File: src/rtl/pipe_hazard_ctrl.sv
// Stall/flush/PC-enable sequencing for the 3-stage core: memory waits, branch flush, debug halt/step, wait watchdog.
// Define PIPE_HAZARD_CTRL_PERF_EN to add saturating stall/flush event counters.
module pipe_hazard_ctrl #(
  parameter int DW             = 32,
  parameter int TIMEOUT_CYCLES = 255,
  parameter int CW             = 16
) (
  input  logic          clk_i,
  input  logic          rst_ni,
  input  logic          mem_req_e,
  input  logic          mem_ack_i,
  input  logic          branch_taken_e,
  input  logic          halt_req_i,
  input  logic          step_req_i,
  output logic          stall_o,
  output logic          flush_o,
  output logic          pc_en_o,
  output logic          halted_o,
  output logic          timeout_o
`ifdef PIPE_HAZARD_CTRL_PERF_EN
  ,
  output logic [DW-1:0] stall_cnt_o,
  output logic [DW-1:0] flush_cnt_o
`endif
);

  typedef enum logic [1:0] {RUN, MEM_WAIT, HALT, STEP} state_e;

  localparam logic [CW-1:0] TIMEOUT_VAL = CW'(TIMEOUT_CYCLES);

  state_e        state_q, state_d;
  logic [CW-1:0] wait_cnt_q;
  logic          timeout_q;
  logic          step_q;
  logic          ret_halt_q;
  logic          step_rise;
  logic          wait_enter;
  logic          trip;
  logic          stall_raw;

  assign step_rise = step_req_i & ~step_q;

  // NOTE: sequential state uses non-blocking (<=) so every flop samples pre-edge values.
  always_ff @(posedge clk_i) begin
    if (!rst_ni) state_q <= RUN;
    else         state_q <= state_d;
  end

  // NOTE: every always_comb output gets a default first, otherwise a missed branch infers a latch.
  always_comb begin
    state_d    = state_q;
    wait_enter = 1'b0;
    trip       = 1'b0;
    unique case (state_q)
      RUN: begin
        if (mem_req_e && !mem_ack_i) begin
          state_d    = MEM_WAIT;
          wait_enter = 1'b1;
        end else if (halt_req_i) begin
          state_d = HALT;
        end
      end
      MEM_WAIT: begin
        // Halt requests wait here: an outstanding access is always completed.
        if (mem_ack_i) begin
          state_d = ret_halt_q ? HALT : RUN;
        end else if (wait_cnt_q == TIMEOUT_VAL) begin
          state_d = HALT;
          trip    = 1'b1;
        end
      end
      HALT: begin
        if (!timeout_q) begin
          if (step_rise)        state_d = STEP;
          else if (!halt_req_i) state_d = RUN;
        end
      end
      STEP: begin
        if (mem_req_e && !mem_ack_i) begin
          state_d    = MEM_WAIT;
          wait_enter = 1'b1;
        end else begin
          state_d = HALT;
        end
      end
      default: state_d = RUN;
    endcase
  end

  always_ff @(posedge clk_i) begin
    if (!rst_ni) begin
      wait_cnt_q <= '0;
      timeout_q  <= 1'b0;
      step_q     <= 1'b0;
      ret_halt_q <= 1'b0;
    end else begin
      step_q <= step_req_i;
      if (wait_enter)
        wait_cnt_q <= CW'(1);
      else if (state_q == MEM_WAIT && !mem_ack_i && !trip)
        wait_cnt_q <= wait_cnt_q + CW'(1);
      if (trip)
        timeout_q <= 1'b1;
      // A wait entered from a single step must return to HALT, not RUN.
      if (wait_enter && state_q == STEP)
        ret_halt_q <= 1'b1;
      else if (state_q == MEM_WAIT && state_d != MEM_WAIT)
        ret_halt_q <= 1'b0;
    end
  end

  always_comb begin
    stall_raw = 1'b0;
    unique case (state_q)
      RUN, STEP: stall_raw = mem_req_e & ~mem_ack_i;
      MEM_WAIT:  stall_raw = ~mem_ack_i;
      HALT:      stall_raw = 1'b1;
      default:   stall_raw = 1'b0;
    endcase
  end

  // Stall dominates flush so a pending branch flushes on the first unstalled cycle.
  assign stall_o   = rst_ni & stall_raw;
  assign flush_o   = rst_ni & branch_taken_e & ~stall_raw;
  assign pc_en_o   = ~stall_o;
  assign halted_o  = rst_ni & (state_q == HALT);
  assign timeout_o = timeout_q;

`ifdef PIPE_HAZARD_CTRL_PERF_EN
  always_ff @(posedge clk_i) begin
    if (!rst_ni) begin
      stall_cnt_o <= '0;
      flush_cnt_o <= '0;
    end else begin
      if (stall_o && state_q != HALT && stall_cnt_o != '1)
        stall_cnt_o <= stall_cnt_o + DW'(1);
      if (flush_o && flush_cnt_o != '1)
        flush_cnt_o <= flush_cnt_o + DW'(1);
    end
  end
`else
  // DW only sizes the counters; tie off a token use when they are absent.
  logic [DW-1:0] unused_perf;
  assign unused_perf = '0;
`endif

endmodule

File: config.mk
export PLATFORM = sky130hd
export DESIGN_NAME = pipe_hazard_ctrl
export DESIGN_NICKNAME = d
export VERILOG_FILES = /design/src/rtl/pipe_hazard_ctrl.sv
export SDC_FILE = /design/constraint.sdc
export NUM_CORES = 1
export LEC_CHECK = 0
export BUFFER_PORTS_ARGS = -buffer_cell sky130_fd_sc_hd__buf_2
export CORE_UTILIZATION = 61
export DETAILED_ROUTE_END_ITERATION = 7
export HOLD_SLACK_MARGIN = 0.02
export PLACE_DENSITY_LB_ADDON = 0.3
export SLEW_MARGIN = 20
export SYNTH_ARGS = -nofsm -noshare
export SYNTH_HDL_FRONTEND = slang
export SYNTH_SLANG_ARGS = --single-unit
File: constraint.sdc
create_clock -name clk_i -period 6.4 [get_ports clk_i]
set_clock_uncertainty 0.15 [all_clocks]
set_input_delay 1.28 -clock clk_i [delete_from_list [all_inputs] [get_ports clk_i]]
set_output_delay 1.28 -clock clk_i [all_outputs]
set_load 0.005 [all_outputs]
# Yosys cells after proc, flatten, opt, wreduce, memory -nomap -nowiden
# Cells that the tools add are included.
# totals
ff_bits	21
input_bits	7
output_inout_bits	5
wordCells	55
# classes
addsub	1
n_eq_ne	5
mux	20
n_bitwise	11
reduce_logical	12
# op_table
cell	n
2-bit 2-to-1 mux	9
16-bit by 1-bit adder with 16-bit output (second input constant)	1
16-bit by 8-bit equality test with 1-bit output (second input constant)	1
1-bit 2-to-1 mux	9
2-bit case mux with 4 select lines	1
1-bit AND	6
1-bit logical AND	5
1-bit NOT	5
2-bit equality test (second input constant)	2
2-bit nonzero test	2
2-bit OR reduction	2
1-bit case mux with 3 select lines	1
2-bit by 1-bit equality test with 1-bit output (second input constant)	1
1-bit logical NOT	2
2-bit logical NOT	1
2-bit by 1-bit != test with 1-bit output (second input constant)	1

# Longest topological paths before layout
# logic_depth
word_depth	9
ltp_mapped	8

# Least setup slack after synthesis
# Ideal clock, no wire load.
# synth_path
path_type	input-to-output
from	input port mem_ack_i
to	output port flush_o
t_arrival_ns	2.133
required_ns	4.970
path_slack_ns	2.837
cell_stages	4
cell_sequence	nand2b_1 -> o21ai_1 -> clkbuf_1 -> nor2_1
# synth_between
elab_chain_len	5
# synth_lines
item	line	text
start: declaration	11	input logic mem_ack_i,
1-bit NOT *	115, 116	
1-bit AND	115	RUN, STEP: stall_raw = mem_req_e & ~mem_ack_i;
1-bit case mux with 3 select lines *	114	unique case (state_q)
1-bit NOT *	124	assign flush_o = rst_ni & branch_taken_e & ~stall_raw;
1-bit AND *	124	
end: declaration	16	output logic flush_o,
# Mark *: on every way between the ends. The rest lies on a longest branch, timed or not.

# Worst setup path after layout
# Same ends and word-level chain as after synthesis.

==> impl_results.md <==
* Cell Count, Final, Fillers Out at 175
* Clock buffer count from CTS at 3
* Post-synth EDFFs at 0
* Effective utilization at floorplan at 0.659
* Overall fraction of global-route tracks in use at 0.258
* CTS root buf: sky130_fd_sc_hd__clkbuf_4
* Detail Route Antenna Nets at 0
* Register-to-register path setup slack at 3.99 ns
* Floorplan Core Area at 0.00175 mm²
* Overall via count from detail_route at 1056
* R2r startpoint: state_q[1]
* Topmost layer with routed signal wires: met4
* Cells along the critical path: buf_2, nand2b_1, o21ai_2, nor2_1, buf_2
* Crit. Startpoint: mem_ack_i
* # rows at 15
* Clock-pin slew of the registers on the worst-case setup and hold paths at 0.12 ns
* Part of the power in the clock network at 0.250
* Top cells by area, synth: sky130_fd_sc_hd__dfxtp_1, sky130_fd_sc_hd__nor2_1, sky130_fd_sc_hd__ha_1
* Switching component of the power at 81.6 µW
* First-pass GRT wire length at 3.86 mm
* Leakage component of the power at 0.000480 µW
* Maximum number of pins on one net before global-route repair at 17
* Die Span Y at 45.4 µm
* Number of placed instances, taps included at 171
* Number of storage elements in the synthesis netlist at 21
* Critical path launch point type: input pin
* Mapped cell area at 0.00115 mm²
* Internal Power at 182 µW
* Crit path time final at 3.87 ns
* Hold buffer count at cts at 0
* Fraction of power consumed by combinational cells at 0.220
* Routed wire length on met2 at 1.15 mm
* Endpoint of the most critical register-to-register path: ret_halt_q
* Wire per inst at 14.0 µm
* Utilization of the core after routing at 0.726
* Die X at 45.4 µm
* Number of global-route vias before repair at 922
* Diodes inserted at 0
* Critical path start-end classification: in -> out
* Floorplan die area at 0.00206 mm²
* Nets@finish at 163
* Gate family responsible for the most delay along the worst path: compound AO/OA/AOI/OAI gates
* Final-layout fill cell count at 147
* Max transition margin at 0.556
* Setup slack at placement at 2.28 ns
* Main synth FF type: sky130_fd_sc_hd__dfxtp_1
* Slowest library cell on the worst path: sky130_fd_sc_hd__o21ai_2
* Crit path capture type: output port
* Tightest Hold Check Type: reg -> reg
* Worst-case reg-to-reg path depth at 6
* Critical Path RT at 4.97 ns
* Commonest cells in the synthesized netlist: sky130_fd_sc_hd__dfxtp_1, sky130_fd_sc_hd__nor2_1, sky130_fd_sc_hd__nand2_1
* Worst Max-Slew Pin Slew at 0.667 ns
* Capturing element of the worst setup path: flush_o
* PwrDens at 208 mW/mm²
* Detailed route wirelength on metal3 at 144 µm
* Number of endpoints with negative hold slack in the final report at 0
* Register area share after synthesis at 0.365
* Quantity of gates resized following cts at 0
* Sequential fraction of design power at 0.530
* Post-Route Hold Slack at 0.366 ns
* Cells after Synth at 136
* Number of buffers and inverters on the critical path at 2
* # DRC at 0
* Weighted congestion reported at the end of routability-driven placement at 0.965
* H-tree levels at 1
* Result of the run: finished, final reports clean
* Logic depth of the worst setup path including buffers at 5
* Post-synthesis cell type count at 36
* Crit path max fanout at 16
* Drt total wl at 2.45 mm
* Proportion of register bits with asynchronous set or reset after synthesis at 0
* Yosys top cell by area: sky130_fd_sc_hd__dfxtp_1
* Switching Share at 0.309
* Highest cell delay on the worst timing path at 0.55 ns
* Mean Syn Cell Area at 8.46 µm²
* Per-cell via count in the routed design at 6.03
* Half-perimeter wire length after placement at 1.78 mm
* Most used standard cell by instance count after synthesis: sky130_fd_sc_hd__dfxtp_1
* # IOs at 12
* Arrival time at the worst endpoint at 2.44 ns
* RSZ-0062 raised after global routing: no
* Met1 routed wirelength after detailed routing at 1.12 mm
* Maximum clock path buffer count at 2
* Layout cells sized above 1 at 0.153
* Nets in the synthesized netlist at 148
* Max-capacitance violation count at 0
* Area fraction of the dominant cell type after synthesis at 0.365
* Post-route fraction of the period consumed by the critical path at 0.604
* Number of slew-limit violations in the final report at 0
* Cell mode on critical path: sky130_fd_sc_hd__buf_2
* Synthesis warning total at 0
* Antenna violations before repair at 0
* Port buffer count at 11
* Clock tree sinks at 21
* Setup violators final at 0
* GRT Residual Overflow at 0
* Number of optimization iterations in the first detailed-route pass at 4
* Slack of the critical path at 2.53 ns
* Clock insertion delay at the later pin of the skew report at 0.31 ns
* Area delta synth->final at 10.1%
* CTS tree: done
* Setup Fix Bufs, Post-CTS at 0
* Final sum of negative setup slack at 0 ns
* Number of design-rule violations left by the first detailed-router iteration at 45
* Maximum operating frequency at 259 MHz
* Largest voltage drop on the vdd net at 162 µV
metal layers:
metal | vias up | GRT usage
li1 | 513 | -
met1 | 491 | 0.338
met2 | 44 | 0.417
met3 | 8 | 0.0595
met4 | 0 | 0.0848
met5 | - | 0
per-stage QoR:
stage	total power, µW	cell area (µm²)
after global placement	195	1240
after global routing	277	1270
final	264	1270
after CTS	263	1260
after floorplan	181	1150
after detailed placement	197	1240
cells by family after synthesis:
kind of cell	synth area share
AND/OR/NAND/NOR	0.300
AO/OA/AOI/OAI	0.139
multiplexers	0.0185
XOR/XNOR	0.0989
adder cells (fa/ha/maj)	0.0543
buffers and inverters	0.0239
flip-flops	0.365
state kept, by name, indices dropped and copies added (netlist names):
signal and count:
ret_halt_q 1, state_q 2, step_q 1, timeout_o 1, wait_cnt_q 16
power groups by stage:
stage          logic [µW]  registers [µW]  clock network (µW)
2_1_floorplan        40.0             141                   0
3_3_place_gp         53.2             142                   0
3_5_place_dp         54.9             143                   0
4_1_cts              55.3             140                67.8
5_1_grt              64.1             140                73.2
6_report             58.0             140                65.9
cell usage in the layout (no fill, tap or decap), types with 2 or more instances in the layout:
cell type	n
sky130_fd_sc_hd__a21oi_1	3
sky130_fd_sc_hd__xor2_1	7
sky130_fd_sc_hd__nand2_1	13
sky130_fd_sc_hd__or3_1	3
sky130_fd_sc_hd__and2_1	4
sky130_fd_sc_hd__nor2b_1	2
sky130_fd_sc_hd__ha_1	5
sky130_fd_sc_hd__and3_2	2
sky130_fd_sc_hd__o21ai_0	6
sky130_fd_sc_hd__nand3_1	2
sky130_fd_sc_hd__nand4_1	7
sky130_fd_sc_hd__a221oi_1	2
sky130_fd_sc_hd__nor3_1	4
sky130_fd_sc_hd__nand2b_1	3
sky130_fd_sc_hd__buf_2	11
sky130_fd_sc_hd__clkbuf_4	3
sky130_fd_sc_hd__dfxtp_1	21
sky130_fd_sc_hd__or4_4	2
sky130_fd_sc_hd__and3_1	2
sky130_fd_sc_hd__xnor2_1	6
sky130_fd_sc_hd__nor4_1	2
sky130_fd_sc_hd__inv_1	5
sky130_fd_sc_hd__o21a_1	3
sky130_fd_sc_hd__nor2_1	18
worst register-to-register path, stage by stage, from the launching register on:
cell and delay, ns:
sky130_fd_sc_hd__dfxtp_1 0.48, sky130_fd_sc_hd__ha_1 0.29, sky130_fd_sc_hd__nor4bb_1 0.43, sky130_fd_sc_hd__a2111oi_0 0.15, sky130_fd_sc_hd__a221oi_1 0.46, sky130_fd_sc_hd__a21boi_1 0.22
sky130_fd_sc_hd__o221a_1 0.18
area by class of cell:
class | instances | area [µm²] | share of cell area
clock buffers | 3 | 22.5 | 0.0178
inverters | 5 | 18.8 | 0.0148
clock inverters | 1 | 5.00 | 0.00395
multi-input cells | 108 | 707 | 0.558
well taps | 25 | 31.3 | 0.0247
repair buffers | 12 | 62.6 | 0.0494
flip-flops and latches | 21 | 420 | 0.332
how the worst min path moves through the flow:
stage	start	endpoint	slack (ns)	depth (start not counted)
2_1_floorplan	wait_cnt_q[1]	wait_cnt_q[1]	0.31	2
3_3_place_gp	wait_cnt_q[1]	wait_cnt_q[1]	0.33	2
3_5_place_dp	wait_cnt_q[1]	wait_cnt_q[1]	0.35	2
4_1_cts	wait_cnt_q[1]	wait_cnt_q[1]	0.37	2
5_1_grt	wait_cnt_q[1]	wait_cnt_q[1]	0.42	2
6_report	wait_cnt_q[1]	wait_cnt_q[1]	0.37	2
(Power assumes the default switching activity.)
